--- src/rtl/crc_pkg.sv ---
// Shared definitions for the serial CRC path.
//   CRC_WIDTH    : word width of the CRC block and of this feeder.
//   state_e      : serializer FSM states.
//   fifo_entry_t : one buffered input word with its frame-end flag.
package crc_pkg;

    localparam int CRC_WIDTH = 8;

    typedef enum logic [1:0] {
        IDLE     = 2'd0,
        SHIFT    = 2'd1,
        WAIT_CRC = 2'd2
    } state_e;

    typedef struct packed {
        logic                 last;
        logic [CRC_WIDTH-1:0] data;
    } fifo_entry_t;

endpackage

--- src/rtl/sync_fifo.sv ---
// Single-clock FIFO with synchronous active-high reset.
//   clk_i, rst_i      : clock, reset (flushes contents).
//   push_i, wdata_i   : write request and data; ignored when full.
//   pop_i, rdata_o    : read request and head-of-queue data (show-ahead);
//                       ignored when empty, so a same-edge push never feeds a pop.
//   full_o, empty_o   : occupancy flags.
//   count_o           : number of stored entries.
module sync_fifo #(
    parameter int WIDTH = 9,
    parameter int DEPTH = 4
) (
    input  logic                       clk_i,
    input  logic                       rst_i,
    input  logic                       push_i,
    input  logic [WIDTH-1:0]           wdata_i,
    input  logic                       pop_i,
    output logic [WIDTH-1:0]           rdata_o,
    output logic                       full_o,
    output logic                       empty_o,
    output logic [$clog2(DEPTH):0]     count_o
);
    localparam int AW = $clog2(DEPTH);

    logic [WIDTH-1:0] mem_q [DEPTH];
    logic [AW-1:0]    wr_ptr_q, rd_ptr_q;
    logic [AW:0]      count_q;
    logic             do_push, do_pop;

    assign do_push = push_i && !full_o;
    assign do_pop  = pop_i && !empty_o;

    // Pointers wrap naturally because DEPTH is a power of two.
    always_ff @(posedge clk_i) begin
        if (rst_i) begin
            wr_ptr_q <= '0;
            rd_ptr_q <= '0;
            count_q  <= '0;
        end else begin
            if (do_push) begin
                mem_q[wr_ptr_q] <= wdata_i;
                wr_ptr_q        <= wr_ptr_q + 1'b1;
            end
            if (do_pop) rd_ptr_q <= rd_ptr_q + 1'b1;
            case ({do_push, do_pop})
                2'b10:   count_q <= count_q + 1'b1;
                2'b01:   count_q <= count_q - 1'b1;
                default: ;
            endcase
        end
    end

    assign rdata_o = mem_q[rd_ptr_q];
    assign full_o  = (count_q == (AW+1)'(DEPTH));
    assign empty_o = (count_q == '0);
    assign count_o = count_q;

endmodule

--- src/rtl/crc_serializer.sv ---
// Feeder for the serial CRC block: buffers {last,data} words, shifts each
// frame out LSB-first with Active high, then waits for the CRC valid burst.
//   CLK, RST                       : clock, synchronous active-high reset.
//   in_data/in_last/in_valid/in_ready : word input handshake.
//   crc_valid                      : CRC.valid, high while CRC is emitted.
//   Data, Active                   : registered serial stream to CRC block.
//   busy                           : FSM not in IDLE.
//   frame_done/err_underrun/err_timeout : single-cycle status pulses.
module crc_serializer
    import crc_pkg::*;
#(
    parameter int DATA_WIDTH = CRC_WIDTH,  // must equal CRC_WIDTH (entry type)
    parameter int FIFO_DEPTH = 4,
    parameter int TIMEOUT    = 64
) (
    input  logic                  CLK,
    input  logic                  RST,
    input  logic [DATA_WIDTH-1:0] in_data,
    input  logic                  in_last,
    input  logic                  in_valid,
    output logic                  in_ready,
    input  logic                  crc_valid,
    output logic                  Data,
    output logic                  Active,
    output logic                  busy,
    output logic                  frame_done,
    output logic                  err_underrun,
    output logic                  err_timeout
);
    localparam int BW = $clog2(DATA_WIDTH);       // DATA_WIDTH >= 2
    localparam int TW = $clog2(TIMEOUT + 1);
    localparam int CW = $clog2(FIFO_DEPTH) + 1;
    localparam logic [BW-1:0] LAST_BIT = BW'(DATA_WIDTH - 1);

    state_e                state_q, state_d;
    logic [DATA_WIDTH-1:0] shreg_q, shreg_d;
    logic [BW-1:0]         bitcnt_q, bitcnt_d;
    logic [TW-1:0]         tcnt_q, tcnt_d;
    logic                  last_q, last_d;
    logic                  seen_hi_q, seen_hi_d;   // crc_valid observed high
    logic                  uflow_q, uflow_d;       // this frame underran
    logic                  active_q, active_d;

    fifo_entry_t           push_entry, head;
    logic                  fifo_pop, fifo_full, fifo_empty;
    logic [CW-1:0]         fifo_count;

    assign push_entry = '{last: in_last, data: in_data};

    sync_fifo #(
        .WIDTH ($bits(fifo_entry_t)),
        .DEPTH (FIFO_DEPTH)
    ) u_fifo (
        .clk_i   (CLK),
        .rst_i   (RST),
        .push_i  (in_valid && !fifo_full),
        .wdata_i (push_entry),
        .pop_i   (fifo_pop),
        .rdata_o (head),
        .full_o  (fifo_full),
        .empty_o (fifo_empty),
        .count_o (fifo_count)
    );

    assign in_ready = (fifo_count != CW'(FIFO_DEPTH));
    // shreg is cleared whenever SHIFT is left, so bit 0 doubles as Data.
    assign Data     = shreg_q[0];
    assign Active   = active_q;

    always_ff @(posedge CLK) begin
        if (RST) begin
            state_q   <= IDLE;
            shreg_q   <= '0;
            bitcnt_q  <= '0;
            tcnt_q    <= '0;
            last_q    <= 1'b0;
            seen_hi_q <= 1'b0;
            uflow_q   <= 1'b0;
            active_q  <= 1'b0;
        end else begin
            state_q   <= state_d;
            shreg_q   <= shreg_d;
            bitcnt_q  <= bitcnt_d;
            tcnt_q    <= tcnt_d;
            last_q    <= last_d;
            seen_hi_q <= seen_hi_d;
            uflow_q   <= uflow_d;
            active_q  <= active_d;
        end
    end

    always_comb begin
        state_d   = state_q;
        shreg_d   = shreg_q;
        bitcnt_d  = bitcnt_q;
        tcnt_d    = tcnt_q;
        last_d    = last_q;
        seen_hi_d = seen_hi_q;
        uflow_d   = uflow_q;
        active_d  = 1'b0;
        fifo_pop  = 1'b0;
        case (state_q)
            IDLE: begin
                if (!fifo_empty) begin
                    fifo_pop = 1'b1;
                    shreg_d  = head.data;
                    last_d   = head.last;
                    bitcnt_d = '0;
                    uflow_d  = 1'b0;
                    active_d = 1'b1;
                    state_d  = SHIFT;
                end
            end
            SHIFT: begin
                active_d = 1'b1;
                if (bitcnt_q != LAST_BIT) begin
                    shreg_d  = shreg_q >> 1;
                    bitcnt_d = bitcnt_q + 1'b1;
                end else if (!last_q && !fifo_empty) begin
                    // Next word of the same frame follows with no gap.
                    fifo_pop = 1'b1;
                    shreg_d  = head.data;
                    last_d   = head.last;
                    bitcnt_d = '0;
                end else begin
                    uflow_d   = !last_q;
                    active_d  = 1'b0;
                    shreg_d   = '0;
                    tcnt_d    = '0;
                    seen_hi_d = 1'b0;
                    state_d   = WAIT_CRC;
                end
            end
            WAIT_CRC: begin
                tcnt_d = tcnt_q + 1'b1;
                if (crc_valid) seen_hi_d = 1'b1;
                if ((seen_hi_q && !crc_valid) || tcnt_q == TW'(TIMEOUT))
                    state_d = IDLE;
            end
            default: state_d = IDLE;
        endcase
    end

    // Completion takes priority over a timeout landing on the same cycle.
    always_comb begin
        busy         = (state_q != IDLE);
        frame_done   = 1'b0;
        err_underrun = 1'b0;
        err_timeout  = 1'b0;
        case (state_q)
            SHIFT:
                err_underrun = (bitcnt_q == LAST_BIT) && !last_q && fifo_empty;
            WAIT_CRC: begin
                if (seen_hi_q && !crc_valid) frame_done  = !uflow_q;
                else if (tcnt_q == TW'(TIMEOUT)) err_timeout = 1'b1;
            end
            default: ;
        endcase
    end

endmodule

--- config.mk ---
export PLATFORM = sky130hd
export DESIGN_NAME = crc_serializer
export DESIGN_NICKNAME = d
export VERILOG_FILES = /design/src/rtl/crc_pkg.sv /design/src/rtl/sync_fifo.sv /design/src/rtl/crc_serializer.sv
export SDC_FILE = /design/constraint.sdc
export NUM_CORES = 1
export LEC_CHECK = 0
export BUFFER_PORTS_ARGS = -buffer_cell sky130_fd_sc_hd__buf_2
export CAP_MARGIN = 20
export CORE_MARGIN = 2
export CORE_UTILIZATION = 50
export DETAILED_ROUTE_END_ITERATION = 16
export PLACE_DENSITY = 0.68
export SLEW_MARGIN = 15
export SYNTH_ARGS = -nofsm -noshare
export SYNTH_HDL_FRONTEND = slang
export SYNTH_HIERARCHICAL = 1
export SYNTH_SLANG_ARGS = --single-unit
--- constraint.sdc ---
create_clock -name CLK -period 3.7 [get_ports CLK]
set_clock_uncertainty 0.2 [all_clocks]
set_input_delay 0.185 -clock CLK [delete_from_list [all_inputs] [get_ports CLK]]
set_output_delay 0.185 -clock CLK [all_outputs]
set_load 0.01 [all_outputs]
==> results.yml <==
pwr:
  pwr-share-clk_pct: 28.0
  seqPwrFrac_pct: 46.8
  powerDensity_nw_per_um2: 625
  p_total_mw: 2.19
  p_leak_nw: 1.28
  ir_drop_uv: 314
  p_comb_share_pct: 25.2
  p_int_mw: 1.49
  switching_share_pct: 32.0
  switching_power_uw: 701
place:
  gpl.final_weighted_congestion: 0.772
  dpl_cell_area_um2: 3220
  port_buffers: 19
  dpl.hpwl_um: 3450
global_route:
  track_usage_pct: 17.3
  grt_max_degree: 34
  first_global_vias: 1831
  grt_pass1_wl_um: 8600
  gr-total-overflow: 0
  antenna_found_initial: 0
cells_and_area:
  finalInstanceArea_um2: 3510
  fill_cells: 487
  final_cell_mix: "36 x edfxtp_1, 33 x dfxtp_1, 22 x nor2_1"
  drive_above_1_share_pct: 21.3
  seq_area_um2: 1740
  fin_nets: 300
  layout_commonest_cell: "edfxtp_1"
  area_growth_pct: 14.7
  antenna_cells: 0
  multi_input_area_um2: 1200
  fin_util_pct: 59.2
route:
  routed-via-count: 1917
  drc_errors: 0
  drtIter0Drc: 110
  antenna_left: 0
  firstDrtPassIters: 5
  drt_wl_total_um: 5270
  routed_via_density: 5.37
  post_drt_wl_per_cell_um: 14.8
job:
  maxCapViolCount: 0
sta:
  finalCritPeriodShare_pct: 85.2
  min_period_ns: 3.15
  setup_tns_ns: 0
  setup_violations: 0
  drv_slew: 0
  rsz0062_at_grt: "false"
  max_slew_margin_pct: 52.5
  fmax_mhz: 317
  tightest_slew_ns: 0.708
  finalHoldViolations: 0
synth:
  ys_ff_latch: 69
  synth_seq_area_share_pct: 57.0
  synth_top_cell_by_area: "edfxtp_1"
  ys_warn_count: 6
  syn_inst: 246
  avgSynthCellArea_um2: 12.4
  syn-num-nets: 269
  yosysTopAreaCellShare_pct: 35.4
  syn_area_um2: 3060
  synthTopCellsByArea: "edfxtp_1 35%, dfxtp_1 22%, mux4_2 6.6%"
  ys_types: 48
die:
  pin_count: 20
  initial_utilization_pct: 51.6
  dieArea_um2: 6760
  die_h_um: 82.2
  num_rows: 28
  dieWidth_um: 82.2
  core_um2: 5920
cts:
  htreeDepth: 3
  clk_pin_slew_worst_paths_ns: 0.08
  cts_tree: "built"
  max-clock-path-buffers: 2
  ctsResizeCount: 0
  numCtsBuffers: 9
  cts_root_buffer: "clkbuf_8"
  clk_latency_ns: 0.34
  cts_sinks: 69
  post_cts_buffers: 0
worst_hold_path:
  hp-class: "in2reg"
  hold_depth: 5
worst_setup_path:
  ff2ff_setup_slack_ns: 0.55
  worstPathArrival_ns: 3.23
  criticalPathCategory: "reg2reg"
  start_kind: "flop"
  cp_data_required_time_ns: 3.77
  worstSetupEndpointType: "flop"
  cp_max_fo: 10
  worstRegToRegCells: 12
run_status:
  status: "finished clean"
## power by group through the flow
stage / clock, mW / combinational (mW) / sequential [mW]
after floorplan: 0 / 0.484 / 0.981
after global placement: 0 / 0.534 / 1.04
after detailed placement: 0 / 0.545 / 1.05
after CTS: 0.629 / 0.557 / 1.03
after global routing: 0.659 / 0.616 / 1.05
final: 0.613 / 0.552 / 1.03
## synth_stat cells (all sizes together)
master   instances
xor2             3
nand2            9
nand4            3
fa               1
o31ai            4
and2             1
a21o             2
clkbuf           7
nor3             3
a32o             1
a32oi            4
dfxtp           33
a221oi           1
nor4b            1
edfxtp          36
ha               9
mux2             1
o2bb2ai          4
and2b            1
mux4             9
or3              4
o21ai            6
o21a             1
a21boi           1
nand3b           1
nor2b            5
nor3b            7
nand3            4
a22oi            2
and4b            1
buf              6
a2111oi          2
nor2            22
a21oi           16
inv             14
a31oi            1
nand2b           6
xnor2            3
a222oi           2
mux2i            6
o211a            1
and3             2
## sequential cells by signal, indices dropped and copies added (netlist names), 2 cells and up, named ones only
signal,count
u_fifo/rd_ptr_q,2
u_fifo/wr_ptr_q,2
state_q,2
u_fifo/count_o,3
u_fifo/mem_q,36
bitcnt_q,3
tcnt_q,7
shreg_q,8
## cell families (layout without fill, tap and decap cells)
logic type / count (synthesis) / after routing / synth area share, %
mux: 16 / 16 / 8.96
buf+inv: 27 / 63 / 3.93
xor+xnor: 6 / 6 / 1.72
compound gates: 48 / 48 / 11.5
simple gates: 70 / 70 / 12.6
flops: 69 / 69 / 57.0
fa+ha+maj: 10 / 10 / 4.34
## path summary, 6_finish.rpt
kind               start                end
max          bitcnt_q[0]  u_fifo/count_o[2]
min            crc_valid          seen_hi_q
max reg2reg  bitcnt_q[0]  u_fifo/count_o[2]
min reg2reg   shreg_q[0]         shreg_q[0]
## routing by layer
layer / up-vias / track usage (%) / wire length, um
met2: 28 / 27.3 / 2510
li1: 978 / - / -
met4: 0 / 8.00 / 81
met3: 7 / 3.26 / 120
met5: - / 0 / 0
met1: 904 / 23.4 / 2560
## layout make-up
| type | count | area share (%) |
|---|---|---|
| clock buffer | 10 | 3.64 |
| tap | 75 | 2.68 |
| multi-input combinational | 150 | 34.1 |
| clock inverter | 6 | 2.07 |
| sequential | 69 | 49.7 |
| timing repair buffer | 33 | 6.35 |
| inverter | 14 | 1.50 |
## what timing repair did
action / CTS / global route
hold endpoints to repair: 36 / 0
hold buffers: 9 / 0
setup endpoints to repair: 0 / 0
## metrics by stage
stage               hold WS, ns  worst slack, ns  cells
finish                   0.0120            0.546    357
global route             0.0304            0.300    357
CTS                     0.00264            0.557    357
detailed placement        0.208            0.580    332
global placement          0.200            0.667    332
floorplan                0.0839            0.931    246
## critical path: stages (launching register included)
cell and delay [ns]:
dfxtp_1 0.38, ha_1 0.16, ha_1 0.33, nand2b_1 0.11
a21boi_1 0.40, o31ai_1 0.19, inv_1 0.09, ha_1 0.18
inv_1 0.06, fa_1 0.37, xor2_1 0.16, or3_1 0.30
a21oi_1 0.14
(Power assumes the default switching activity.)
